**src/rtl/if_stream_loader.sv**
```systemverilog
// Streams a row-major feature-map tile from a sync-read memory into the IF FIFO,
// tagging each element with SOR/EOR and packing PAR_WRITE elements per write.
module if_stream_loader #(
    parameter int DATA_WIDTH = 8,
    parameter int PAR_WRITE  = 2,
    parameter int ADDR_WIDTH = 12,
    parameter int LEN_WIDTH  = 8
) (
    input  logic                                   clk,
    input  logic                                   rstn,
    input  logic                                   start,
    input  logic [ADDR_WIDTH-1:0]                  base_addr,
    input  logic [LEN_WIDTH-1:0]                   row_len,
    input  logic [LEN_WIDTH-1:0]                   row_cnt,
    output logic                                   mem_ren,
    output logic [ADDR_WIDTH-1:0]                  mem_addr,
    input  logic [DATA_WIDTH-1:0]                  mem_rdata,
    input  logic                                   if_full,
    output logic                                   if_wen,
    output logic [PAR_WRITE*(DATA_WIDTH+2)-1:0]    if_din,
    output logic                                   busy,
    output logic                                   done,
    output logic                                   err
);
    localparam int EW = DATA_WIDTH + 2;
    localparam int CW = $clog2(PAR_WRITE + 1);
    localparam int TW = 2 * LEN_WIDTH;

    typedef enum logic [1:0] {IDLE, FETCH, DRAIN, DONE} state_e;

    state_e                       state_q, state_d;
    logic [LEN_WIDTH-1:0]         len_q, len_d;
    logic [LEN_WIDTH-1:0]         col_q, col_d;
    logic [TW-1:0]                rem_q, rem_d;
    logic                         mem_ren_q, mem_ren_d;
    logic [ADDR_WIDTH-1:0]        mem_addr_q, mem_addr_d;
    logic [1:0]                   ren_tag_q, ren_tag_d;
    logic                         rd_vld_q, rd_vld_d;
    logic [1:0]                   rd_tag_q, rd_tag_d;
    logic [PAR_WRITE-1:0][EW-1:0] coll_q, coll_d;
    logic [CW-1:0]                cnt_q, cnt_d;
    logic                         out_vld_q, out_vld_d;
    logic [PAR_WRITE-1:0][EW-1:0] out_q, out_d;
    logic                         busy_q, busy_d;
    logic                         done_q, done_d;
    logic                         err_q, err_d;

    logic [TW-1:0]                total;
    logic [PAR_WRITE-1:0][EW-1:0] word;
    logic [CW:0]                  cnt_new, reserved;
    logic                         move, can_issue;

    assign total = TW'(row_len) * TW'(row_cnt);

    always_comb begin
        state_d    = state_q;
        len_d      = len_q;
        col_d      = col_q;
        rem_d      = rem_q;
        mem_ren_d  = 1'b0;
        mem_addr_d = mem_addr_q;
        ren_tag_d  = ren_tag_q;
        rd_vld_d   = mem_ren_q;
        rd_tag_d   = ren_tag_q;
        out_d      = out_q;
        out_vld_d  = out_vld_q & if_full;
        busy_d     = busy_q;
        done_d     = 1'b0;
        err_d      = err_q;

        // Returning element completes the word in place, so a full word can hand off the same cycle.
        word    = coll_q;
        cnt_new = {1'b0, cnt_q};
        for (int k = 0; k < PAR_WRITE; k++) begin
            if (rd_vld_q && CW'(k) == cnt_q) word[k] = {rd_tag_q, mem_rdata};
        end
        if (rd_vld_q) cnt_new = cnt_new + 1'b1;

        move = (cnt_new == (CW+1)'(PAR_WRITE)) && (!out_vld_q || !if_full);
        if (move) begin
            out_d     = word;
            out_vld_d = 1'b1;
            coll_d    = '0;
            cnt_d     = '0;
        end else begin
            coll_d = word;
            cnt_d  = cnt_new[CW-1:0];
        end

        // A new read lands two cycles out; only fill the last slot if that word is sure to leave.
        reserved  = {1'b0, cnt_d} + (CW+1)'(mem_ren_q);
        can_issue = (reserved < (CW+1)'(PAR_WRITE)) ||
                    ((reserved == (CW+1)'(PAR_WRITE)) && !out_vld_d);

        case (state_q)
            IDLE: if (start) begin
                len_d = row_len;
                err_d = 1'b0;
                if (total == '0) begin
                    state_d = DONE;
                end else if ((total % TW'(PAR_WRITE)) != '0) begin
                    err_d   = 1'b1;
                    state_d = DONE;
                end else begin
                    state_d    = FETCH;
                    busy_d     = 1'b1;
                    mem_ren_d  = 1'b1;
                    mem_addr_d = base_addr;
                    ren_tag_d  = {1'b1, row_len == LEN_WIDTH'(1)};
                    col_d      = (row_len == LEN_WIDTH'(1)) ? '0 : LEN_WIDTH'(1);
                    rem_d      = total - 1'b1;
                end
            end
            FETCH: begin
                if (rem_q == '0) begin
                    state_d = DRAIN;
                end else if (can_issue) begin
                    mem_ren_d  = 1'b1;
                    mem_addr_d = mem_addr_q + 1'b1;
                    ren_tag_d  = {col_q == '0, col_q == len_q - 1'b1};
                    col_d      = (col_q == len_q - 1'b1) ? '0 : col_q + 1'b1;
                    rem_d      = rem_q - 1'b1;
                end
            end
            DRAIN: if (cnt_q == '0 && !out_vld_q && !mem_ren_q && !rd_vld_q) begin
                state_d = DONE;
                busy_d  = 1'b0;
            end
            DONE: begin
                done_d  = 1'b1;
                state_d = IDLE;
            end
            default: state_d = IDLE;
        endcase
    end

    always_ff @(posedge clk or negedge rstn) begin
        if (!rstn) begin
            state_q    <= IDLE;
            len_q      <= '0;
            col_q      <= '0;
            rem_q      <= '0;
            mem_ren_q  <= 1'b0;
            mem_addr_q <= '0;
            ren_tag_q  <= '0;
            rd_vld_q   <= 1'b0;
            rd_tag_q   <= '0;
            coll_q     <= '0;
            cnt_q      <= '0;
            out_vld_q  <= 1'b0;
            out_q      <= '0;
            busy_q     <= 1'b0;
            done_q     <= 1'b0;
            err_q      <= 1'b0;
        end else begin
            state_q    <= state_d;
            len_q      <= len_d;
            col_q      <= col_d;
            rem_q      <= rem_d;
            mem_ren_q  <= mem_ren_d;
            mem_addr_q <= mem_addr_d;
            ren_tag_q  <= ren_tag_d;
            rd_vld_q   <= rd_vld_d;
            rd_tag_q   <= rd_tag_d;
            coll_q     <= coll_d;
            cnt_q      <= cnt_d;
            out_vld_q  <= out_vld_d;
            out_q      <= out_d;
            busy_q     <= busy_d;
            done_q     <= done_d;
            err_q      <= err_d;
        end
    end

    assign mem_ren  = mem_ren_q;
    assign mem_addr = mem_addr_q;
    assign if_wen   = out_vld_q & ~if_full;
    assign if_din   = out_q;
    assign busy     = busy_q;
    assign done     = done_q;
    assign err      = err_q;
endmodule

```
**config.mk**
```make
export PLATFORM = sky130hd
export DESIGN_NAME = if_stream_loader
export DESIGN_NICKNAME = d
export VERILOG_FILES = /design/src/rtl/if_stream_loader.sv
export SDC_FILE = /design/constraint.sdc
export NUM_CORES = 1
export LEC_CHECK = 0
export ABC_AREA = 0
export BUFFER_PORTS_ARGS = -buffer_cell sky130_fd_sc_hd__buf_4
export CORE_UTILIZATION = 45
export DETAILED_ROUTE_END_ITERATION = 10
export HOLD_SLACK_MARGIN = 0.06
export PLACE_DENSITY = 0.69
export SLEW_MARGIN = 30
export SYNTH_ARGS = -nofsm -noshare
export SYNTH_HDL_FRONTEND = slang
export SYNTH_SLANG_ARGS = --single-unit
```
**constraint.sdc**
```tcl
create_clock -name clk -period 6 [get_ports clk]
set_input_delay 0.3 -clock clk [delete_from_list [all_inputs] [get_ports clk]]
set_output_delay 0.3 -clock clk [all_outputs]
set_load 0.05 [all_outputs]
```
==> results.json <==
{
  "status": "completed",
  "whs_ns": 0.230,
  "synth_common_cells": "99 x nand2_1, 98 x dfrtp_1, 72 x inv_1",
  "grtUsageMet3_pct": 2.20,
  "path_max_fanout": 14,
  "finalMaxSlewViolations": 0,
  "num_rows": 46,
  "synth_top_area_share_pct": 32.9,
  "grt_usage_pct": 20.8,
  "maxCapViolCount": 0,
  "ys_ff_latch": 98,
  "fin_worst_skew_ns": 0.00687,
  "htree_levels": 3,
  "relSlewSlack_pct": 50.4,
  "cts-root-buf": "clkbuf_16",
  "final_cell_area_sq_um": 8500,
  "clock_sinks": 98,
  "path_clk_slew_ns": 0.07,
  "hold_class": "in2reg",
  "tightest_slew_ns": 0.734,
  "power_density_nw_per_um2": 519,
  "grt_start_max_net_pins": 83,
  "holdPathStages": 2,
  "period_needed_ns": 5.37,
  "cts_resized": 0,
  "dpl.hpwl_um": 12800,
  "overflow": 0,
  "die_w_um": 131,
  "fin_tns_setup_ns": 0,
  "ys_seq_area_share_pct": 32.9,
  "rsz0062_at_grt": "false",
  "cts_tree": "done",
  "post-cts-setup-buffer-count": 0,
  "syn_avg_cell_area_sq_um": 9.13,
  "start_util_pct": 46.6,
  "start_kind": "input port",
  "synth_ff_type": "dfrtp_1",
  "grt-busiest-layer": "met2",
  "ant_nets": 0,
  "clk_latency_ns": 0.34,
  "die_area_sq_um": 17100,
  "yosysWarnings": 0,
  "drcViolationCount": 0,
  "crit_type": "in2reg",
  "wl_um": 16700,
  "period_share_pct": 89.5,
  "cp.arrival_ns": 5.61,
  "synthArstFlopShare_pct": 100,
  "synth-edff-count": 0,
  "clockBufferDepth": 2,
  "num_vias": 6114,
  "nFillCells": 1549,
  "setup_viol": 0,
  "vias_per_cell": 5.54,
  "nets": 1011,
  "synth.distinct_cells": 74,
  "core_sq_um": 16000,
  "regArea_sq_um": 2450,
  "drive_gt1_share_pct": 13.9,
  "grt_util_met2_pct": 34.7,
  "synth_area_leaders": "dfrtp_1 33%, fa_1 9.7%, ha_1 8.6%, nand2_1 5.0%, and2_1 4.9%",
  "multi_input_area_sq_um": 4600,
  "reg2reg_depth": 16,
  "drt_iter0_markers": 284,
  "power.total_mw": 4.41,
  "ir_drop_mv": 0.223,
  "first_pass_iters": 5,
  "grt_pass1_wl_um": 28100,
  "port_buffers": 76,
  "die_y_um": 131,
  "antenna_cells": 0,
  "syn-num-nets": 943,
  "setup_slack_ns": 0.629,
  "cp-end-kind": "flop",
  "antenna_found_initial": 0,
  "numCtsBuffers": 9,
  "fmax_mhz": 186,
  "power.leakage_nw": 4.14,
  "worstPathRequired_ns": 6.24,
  "routedWlPerCell_um": 15.2,
  "synthesis.area_sq_um": 7450,
  "place_area_sq_um": 8220,
  "yosys.area.top_type": "dfrtp_1",
  "pre_cts_slack_ns": 0.311,
  "design.portCount": 77,
  "syn_to_final_growth_pct": 14.1,
  "grt_util_met1_pct": 28.4,
  "yosysMostFrequentCell": "nand2_1",
  "grt_pass1_vias": 5829,
  "synth_cells": 816,
  "gp_congestion": 0.844,
  "finalHoldViolations": 0
}
## kinds of logic after synthesis
| family | share of synthesized area [%] |
|---|---|
| buffers and inverters | 5.36 |
| DFF | 32.9 |
| adders and majority gates | 18.2 |
| AOI/OAI and AO/OA | 14.7 |
| xor gates and xnor gates | 3.74 |
| muxes | 4.70 |
| and+or+nand+nor | 20.4 |
## layout make-up
class                   count  area share [%]
multi-input cells         618            54.1
repair buffers             84            7.49
clock buffers              10            2.81
clock inverters             4           0.324
flip-flops and latches     98            28.8
inverters                  73            3.22
well taps                 216            3.18
## metal layers
layer  wire, um  vias to the layer above
met5          0                        -
met4        225                        0
met3        723                       20
met2       8270                      160
met1       7520                     2997
li1           -                     2937
## layout by cell type, fill, tap and decap left out, types with 5 or more instances in the layout
cell / count
nor4_1: 9
nand3_1: 19
fa_1: 36
a211oi_1: 11
o21ai_0: 44
a21oi_1: 26
xor2_1: 16
nand2_1: 99
dfrtp_1: 98
nor3_1: 10
o21ai_1: 11
mux2i_1: 26
and2_1: 58
o211ai_1: 8
and3_1: 5
buf_4: 82
o31ai_1: 10
inv_1: 72
ha_1: 51
nand2b_1: 9
clkbuf_16: 9
mux2_2: 8
nor2_1: 62
xnor2_1: 14
## flip-flops by register name, indices dropped and copies added, names as in the netlist, 2 cells and up
name      count
state_q       2
col_q         8
coll_q       20
mem_addr     12
len_q         8
cnt_q         2
rd_tag_d      2
if_din       20
rem_q        16
rd_tag_q      2
## critical path, cell delays in order
cell and delay (ns):
buf_4 0.15, and2_1 0.18, fa_1 0.51, fa_1 0.53, fa_1 0.54, inv_1 0.05, fa_1 0.53, inv_1 0.04
ha_1 0.34, o211ai_1 0.14, o21ai_0 0.33, xor2_1 0.20, nor4_2 0.36, o311a_2 0.29, a31o_4 0.20, and2_1 0.47
buf_4 0.25, o21ai_0 0.11, o31ai_1 0.09
## stage by stage
step / utilization, % / std cells
2_1_floorplan: - / 816
3_3_place_gp: 51.4 / 1088
3_5_place_dp: 51.4 / 1088
4_1_cts: 53.1 / 1103
5_1_grt: 53.1 / 1103
6_report: 53.1 / 1103
## what timing repair did
| item | CTS | global route |
|---|---|---|
| setup endpoints to repair | 0 | 0 |
| hold buffers | 1 | 0 |
| hold endpoints to repair | 16 | 0 |
## worst paths after layout
path                                              start                      end  slack [ns]
worst max-delay path                         row_len[1]     col_q[3]$_DFFE_PN0P_        0.63
worst min-delay path                       base_addr[2]  mem_addr[2]$_DFFE_PN0P_        0.23
worst max register to register       cnt_q[0]$_DFF_PN0_     col_q[7]$_DFFE_PN0P_        2.24
worst min register to register  rd_tag_d[1]$_DFFE_PN0P_    rd_tag_q[1]$_DFF_PN0_        0.40
max in group asynchronous                          rstn     rem_q[5]$_DFFE_PN0P_        4.65
min in group asynchronous                          rstn  mem_addr[5]$_DFFE_PN0P_        0.37
## where the power goes
part / switching [mW] / internal, mW / total (mW)
registers: 0.228 / 0.931 / 1.16
clock network: 0.239 / 0.289 / 0.529
logic: 1.71 / 1.01 / 2.72
Power figures use the tool's default switching activity.
